`src/rtl/stopwatch_pkg.sv`:
```
// Shared types and constants for the stopwatch controller and its BCD digit stages.
package stopwatch_pkg;

  localparam int unsigned BCD_W = 4;
  localparam logic [BCD_W-1:0] BCD_MAX = 4'd9;

  typedef enum logic [1:0] {
    ST_IDLE  = 2'd0,
    ST_RUN   = 2'd1,
    ST_PAUSE = 2'd2,
    ST_OVF   = 2'd3
  } state_e;

  function automatic logic [BCD_W-1:0] bcd_inc(input logic [BCD_W-1:0] v);
    return (v == BCD_MAX) ? '0 : v + BCD_W'(1);
  endfunction

endpackage

```
`src/rtl/bcd_digit.sv`:
```
// Single BCD decade stage (0..9) with synchronous clear and a combinational carry-out.
module bcd_digit
  import stopwatch_pkg::*;
(
  input  logic             clk,
  input  logic             rst,
  input  logic             clr,
  input  logic             inc,
  output logic [BCD_W-1:0] q,
  output logic             co
);

  logic [BCD_W-1:0] q_q, q_d;

  always_comb begin
    q_d = q_q;
    if (clr) begin
      q_d = '0;
    end else if (inc) begin
      q_d = bcd_inc(q_q);
    end
  end

  always_ff @(posedge clk) begin
    if (rst) begin
      q_q <= '0;
    end else begin
      q_q <= q_d;
    end
  end

  assign q  = q_q;
  assign co = inc & (q_q == BCD_MAX);

endmodule

```
`src/rtl/stopwatch_ctrl.sv`:
```
// Stopwatch sequencer: start/pause/clear FSM, prescaler, BCD carry chain and saturation.
// Optional lap-hold display snapshot is enabled by defining STOPWATCH_LAP_HOLD_EN.
module stopwatch_ctrl
  import stopwatch_pkg::*;
#(
  parameter int unsigned DIGITS   = 4,
  parameter int unsigned PRESCALE = 10
) (
  input  logic                    clk,
  input  logic                    rst,
  input  logic                    start_stop,
  input  logic                    clear,
`ifdef STOPWATCH_LAP_HOLD_EN
  input  logic                    lap,
`endif
  output logic [BCD_W*DIGITS-1:0] digits,
  output logic                    running,
  output logic                    overflow
);

  localparam int unsigned PW = $clog2(PRESCALE);

  state_e                  state_q, state_d;
  logic [PW-1:0]           presc_q, presc_d;
  logic                    running_q, running_d;
  logic                    overflow_q, overflow_d;
  logic [BCD_W*DIGITS-1:0] live;
  logic [DIGITS:0]         carry;
  logic                    tick;
  logic                    all_nine;
  logic                    unused_top_co;

  assign tick = (state_q == ST_RUN) && (presc_q == PW'(PRESCALE - 1));

  always_comb begin
    all_nine = 1'b1;
    for (int i = 0; i < int'(DIGITS); i++) begin
      if (live[i*BCD_W +: BCD_W] != BCD_MAX) all_nine = 1'b0;
    end
  end

  // Saturation: an all-9 tick never reaches the chain, so the count holds at 9..9.
  assign carry[0] = tick & ~all_nine;

  for (genvar g = 0; g < int'(DIGITS); g++) begin : gen_digit
    bcd_digit u_digit (
      .clk (clk),
      .rst (rst),
      .clr (clear),
      .inc (carry[g]),
      .q   (live[g*BCD_W +: BCD_W]),
      .co  (carry[g+1])
    );
  end

  assign unused_top_co = carry[DIGITS];

  always_comb begin
    state_d = state_q;
    presc_d = presc_q;
    if (state_q == ST_RUN) begin
      presc_d = tick ? '0 : presc_q + PW'(1);
    end
    if (clear) begin
      state_d = ST_IDLE;
      presc_d = '0;
    end else begin
      unique case (state_q)
        ST_IDLE:  if (start_stop) state_d = ST_RUN;
        ST_RUN: begin
          if (tick && all_nine) begin
            state_d = ST_OVF;
          end else if (start_stop) begin
            state_d = ST_PAUSE;
          end
        end
        ST_PAUSE: if (start_stop) state_d = ST_RUN;
        ST_OVF:   ;
        default:  state_d = ST_IDLE;
      endcase
    end
    running_d  = (state_d == ST_RUN);
    overflow_d = (state_d == ST_OVF);
  end

  always_ff @(posedge clk) begin
    if (rst) begin
      state_q    <= ST_IDLE;
      presc_q    <= '0;
      running_q  <= 1'b0;
      overflow_q <= 1'b0;
    end else begin
      state_q    <= state_d;
      presc_q    <= presc_d;
      running_q  <= running_d;
      overflow_q <= overflow_d;
    end
  end

  assign running  = running_q;
  assign overflow = overflow_q;

`ifdef STOPWATCH_LAP_HOLD_EN
  logic                    hold_q, hold_d;
  logic [BCD_W*DIGITS-1:0] snap_q, snap_d;

  always_comb begin
    hold_d = hold_q;
    snap_d = snap_q;
    if (clear) begin
      hold_d = 1'b0;
    end else if (lap && (state_q == ST_RUN || state_q == ST_PAUSE)) begin
      hold_d = ~hold_q;
      if (!hold_q) snap_d = live;
    end
  end

  always_ff @(posedge clk) begin
    if (rst) begin
      hold_q <= 1'b0;
      snap_q <= '0;
    end else begin
      hold_q <= hold_d;
      snap_q <= snap_d;
    end
  end

  assign digits = hold_q ? snap_q : live;
`else
  assign digits = live;
`endif

endmodule

```
`config.mk`:
```
export PLATFORM = sky130hd
export DESIGN_NAME = stopwatch_ctrl
export DESIGN_NICKNAME = d
export VERILOG_FILES = /design/src/rtl/stopwatch_pkg.sv /design/src/rtl/bcd_digit.sv /design/src/rtl/stopwatch_ctrl.sv
export SDC_FILE = /design/constraint.sdc
export NUM_CORES = 1
export LEC_CHECK = 0
export ABC_CLOCK_PERIOD_IN_PS = 4100
export CAP_MARGIN = 20
export CELL_PAD_IN_SITES_DETAIL_PLACEMENT = 1
export CELL_PAD_IN_SITES_GLOBAL_PLACEMENT = 2
export CORE_MARGIN = 1
export CORE_UTILIZATION = 39
export CTS_BUF_LIST = sky130_fd_sc_hd__clkbuf_8
export CTS_CLUSTER_DIAMETER = 40
export DETAILED_ROUTE_END_ITERATION = 10
export DONT_BUFFER_PORTS = 1
export PLACE_DENSITY_LB_ADDON = 0.1
export SETUP_SLACK_MARGIN = 0.2
export SLEW_MARGIN = 20
export SYNTH_ARGS = -nofsm -noshare
export SYNTH_HDL_FRONTEND = slang
export SYNTH_HIERARCHICAL = 1
export SYNTH_SLANG_ARGS = --single-unit
```
`constraint.sdc`:
```
create_clock -name clk -period 4.1 [get_ports clk]
set_input_delay 0.615 -clock clk [delete_from_list [all_inputs] [get_ports clk]]
set_output_delay 0.615 -clock clk [all_outputs]
set_load 0.05 [all_outputs]
```
==> Yosys cells after proc, flatten, opt, wreduce, memory -nomap -nowiden <==
Cells that the tools add are included.
{ "totals": {"reg_bits": 24, "input_bits": 4, "out_inout_bits": 18} }
{ "op_classes": {"add_sub_neg": 5, "eq_ne": 13, "mux": 14, "bitwise": 5, "n_reduce_logical": 5} }
{ "ops": {"columns": ["cell", "n"], "rows": [
  ["adder 4 x 1 -> 4 bit, second input constant", 5],
  ["equality test 4 bit, second input constant", 5],
  ["two-way mux 4 bit", 5],
  ["!= test 4 bit, second input constant", 4],
  ["two-way mux 2 bit", 4],
  ["AND 1 bit", 4],
  ["equality test 2 x 1 -> 1 bit, second input constant", 2],
  ["equality test 2 bit, second input constant", 2],
  ["two-way mux 1 bit", 4],
  ["one-hot mux 2 bit (2 select lines)", 1],
  ["OR reduction 2 bit", 2],
  ["logical AND 1 bit", 2],
  ["zero test 2 bit", 1],
  ["NOT 1 bit", 1]
]} }

==> Longest topological paths before layout <==
{ "depth": {"depth_word": 10, "mapped_depth": 14, "depth_no_buf": 13} }

==> Hierarchy <==
The synthesis kept the hierarchy.
{ "modules_own_cells": {"columns": ["mod", "instances", "cells_per_inst", "area_each_um2"], "rows": [
  ["bcd_digit", 4, 20, 188.9],
  ["stopwatch_ctrl", 1, 55, 470.5]
]} }

==> Worst setup path after synthesis <==
OpenSTA, ideal clock, no wires.
{ "synth_timing": {"path_type": "register to register", "from": "register gen_digit[0].u_digit.q_q[1]", "to": "register gen_digit[3].u_digit.q_q[1]", "arrival_time_ns": 3.407, "required_time_ns": 4.021, "slack_ns": 0.613, "stages_incl_launch_ff": 13, "path_buffers": 0, "path_cell_list": "dfxtp_1 -> nor4bb_1 -> nand4_1 -> and3b_2 -> nand2_2 -> nor3b_1 -> nand2_2 -> nor3b_1 -> nand2_2 -> nor3b_1 -> nand2_2 -> or3_1 -> a211oi_2"} }
{ "synth_via": {"elab_chain_len": 10, "elab_cells_between_ends": 11} }
{ "synth_lines": {"columns": ["item", "line", "source"], "rows": [
  ["start, declared", "bcd_digit.sv:13", "logic [BCD_W-1:0] q_q, q_d;"],
  ["start signal, assigned", "bcd_digit.sv:28", "q_q <= q_d;"],
  ["!= test 4 bit", "stopwatch_ctrl.sv:38", "if (live[i*BCD_W +: BCD_W] != BCD_MAX) all_nine = 1'b0;"],
  ["two-way mux 1 bit (4 in series)", "stopwatch_ctrl.sv:38", null],
  ["NOT 1 bit", "stopwatch_ctrl.sv:43", "assign carry[0] = tick & ~all_nine;"],
  ["AND 1 bit", "stopwatch_ctrl.sv:43", null],
  ["via carry[0]", "stopwatch_ctrl.sv:28", "logic [DIGITS:0] carry;"],
  ["AND 1 bit", "bcd_digit.sv:33", "assign co = inc & (q_q == BCD_MAX);"],
  ["via carry[1]", "stopwatch_ctrl.sv:28", null],
  ["AND 1 bit", "bcd_digit.sv:33", null],
  ["via carry[2]", "stopwatch_ctrl.sv:28", null],
  ["AND 1 bit", "bcd_digit.sv:33", null],
  ["via carry[3]", "stopwatch_ctrl.sv:28", null],
  ["end signal, assigned", "bcd_digit.sv:28", null],
  ["end, declared", "bcd_digit.sv:13", null]
]} }
The timed path passes the listed nets, and every way through them passes these cells.
A chain may end at the register's enable or synchronous reset.

==> Worst setup path in the final report <==
{ "layout_timing": {"from": "register gen_digit[1].u_digit.q_q[3]", "to": "register gen_digit[3].u_digit.q_q[1]"} }
{ "layout_via": {"elab_chain_len": 9, "elab_cells_between_ends": 10} }
{ "layout_lines": {"columns": ["item", "line"], "rows": [
  ["start, declared", "bcd_digit.sv:13"],
  ["start signal, assigned", "bcd_digit.sv:28"],
  ["!= test 4 bit", "stopwatch_ctrl.sv:38"],
  ["two-way mux 1 bit (3 in series)", "stopwatch_ctrl.sv:38"],
  ["NOT 1 bit", "stopwatch_ctrl.sv:43"],
  ["AND 1 bit", "stopwatch_ctrl.sv:43"],
  ["via carry[0]", "stopwatch_ctrl.sv:28"],
  ["AND 1 bit", "bcd_digit.sv:33"],
  ["via carry[1]", "stopwatch_ctrl.sv:28"],
  ["AND 1 bit", "bcd_digit.sv:33"],
  ["via carry[2]", "stopwatch_ctrl.sv:28"],
  ["AND 1 bit", "bcd_digit.sv:33"],
  ["via carry[3]", "stopwatch_ctrl.sv:28"]
]} }
The timed path passes the listed nets, and every way through them passes these cells.

==> metrics.cfg <==
[outcome]
outcome=finished with violations
violations=design-rule violations

[floorplan]
core_sq_um=2850
die-area_sq_um=3350
pin_count=22
initial_utilization_pct=42.7
die_w_microns=57.9
die_h_microns=57.9
fp-row-count=19

[setup_path]
worstPathRequired_ps=4310
arrival_ps=3780
crit_type=flip-flop to flip-flop
cpLargestDelayFamily=simple AND/OR/NAND/NOR gates
cpPeakStageDelay_ps=510
crit_slowest_cell=dfxtp_1
crit_path_max_fanout=5
end_kind=flip-flop
worstPathCellList=nor4bb_1 -> nand4_1 -> and3b_2 -> nand2_2 -> nor3b_1 -> nand2_2 -> nor3b_2 -> nand2_2 -> nor3b_1 -> nand2_2 -> or3_1 -> a211oi_2
critPathBufInv=0
cpMostUsedCell=nand2_2
startpoint_type=flip-flop

[finish]
diodes=0
fin_cells=180
drive_above_1_share_pct=19.5
area_delta_synth_final_pct=15.7
postLayoutCoreUtil_pct=49.4
final_nets=156

[global_routing]
gr-usage-met1_pct=22.7
top_usage_layer=met2
grt_max_degree=20
grt_pass1_wl_microns=5130
grt_overflow=0
grt_use_met3_pct=5.36
use_met2_pct=34.6
grtUsageTotal_pct=20.3
antenna_found_initial=0
grt_pass1_vias=1158

[placement]
dp_hpwl_microns=2110
routabilityCongestion=0.753
io_buffers=0
dp_cells=176

[drt]
wl_microns=2960
drc_errors=1
num_vias=1094
drtPass1Iterations=7
wl_per_cell_microns=16.5
viasPerCell=6.08
antenna_left=0
drt_iter0_drc=13

[sta]
period_needed_ps=3580
finClkSkew_ps=6.70
rsz0062_at_grt=no
relSlewSlack_pct=61.1
drv_slew=0
fin_crit_sh_pct=87.3
final_hold_viol_count=0
fin_tns_setup_ps=0
worst_slew_pin_slew_ps=583
setup_viol=0
fmax_mhz=279
holdWs_ps=388

[hold_path]
hold_path_class=input port to flip-flop

[clocking]
insertion_delay_ps=270
cts_tree=done
cts_sinks=24
h-tree-depth=1
cts_hold_buf=0
cts_resized=0
post_cts_buffers=0
clock_path_buffers=2
tritoncts.num_buffers=3
cts.clk_slew.worst_paths_ps=90
cts-root-buf=clkbuf_8

[synthesis]
synth_area_sq_um=1220
synth_fp_nets=140
yosysWarnings=6
netlist_instances=134
synth.avg_cell_area_sq_um=9.09

[power]
ir_worst_vdd_mv=0.147
total_power_w=0.000411
p_leak_nw=0.475
powerDensity_nw_per_um2=291

[flow_run]
cap_violations=0

## cell usage in the layout (no fill, tap or decap), types with 4 or more instances in the layout
cell,n
a211oi_1,4
nor3_1,9
and4b_1,5
a211oi_2,4
nand3_1,6
xor2_1,4
xnor2_1,4
dfxtp_1,24
nand2_2,4
nand2_1,8
buf_4,14
or3_1,6
o21ai_0,11
clkbuf_8,4
nor4bb_1,4
nor2b_1,8
## where the power goes
group | internal, W | switching, W | total [W]
registers | 0.000234 | 0.00000378 | 0.000238
logic | 0.00000292 | 0.00000417 | 0.00000709
clock network | 0.0000860 | 0.0000798 | 0.000166
## stage by stage
| step | instance area [sq um] | setup slack (ps) |
|---|---|---|
| 2_1_floorplan | 1220 | 633 |
| 6_report | 1410 | 522 |
| 4_1_cts | 1410 | 295 |
| 5_1_grt | 1410 | 212 |
| 3_3_place_gp | 1350 | 452 |
| 3_5_place_dp | 1350 | 306 |
## flip-flops by register name (all words and copies together) (netlist names)
signal	cells
running	1
state_q	2
presc_q	4
overflow	1
gen_digit.u_digit/q	16
## worst register-to-register path, cell delays in order, from the launching register on
cell and delay, ps:
dfxtp_1 510, nor4bb_1 280, nand4_1 160, and3b_2 260
nand2_2 90, nor3b_1 460, nand2_2 150, nor3b_2 340
nand2_2 120, nor3b_1 490, nand2_2 110, or3_1 380
a211oi_2 170
## layer usage
metal | wire (microns) | part of all wire [%]
met5 | 0 | 0
met4 | 73 | 2.5
met2 | 1420 | 48
met3 | 118 | 4.0
met1 | 1350 | 46
## worst paths after layout
kind,from,endpoint,slack (ps),cells past startpoint
max,gen_digit[1].u_digit/q[3]$_SDFFE_PP0P_,gen_digit[3].u_digit/q[1]$_SDFFE_PP0P_,520,12
min,rst,gen_digit[3].u_digit/q[1]$_SDFFE_PP0P_,390,1
max reg2reg,gen_digit[1].u_digit/q[3]$_SDFFE_PP0P_,gen_digit[3].u_digit/q[1]$_SDFFE_PP0P_,520,12
min reg2reg,presc_q[1]$_SDFFE_PP0P_,presc_q[1]$_SDFFE_PP0P_,520,2
## cell type report
type / count / area [sq um]
Fill cell: 336 / 1440
Multi-Input combinational cell: 105 / 722
Sequential cell: 24 / 480
Timing Repair Buffer: 14 / 105
Clock buffer: 4 / 55.1
Tap cell: 31 / 38.8
Inverter: 2 / 8.76
Power figures use the tool's default switching activity.
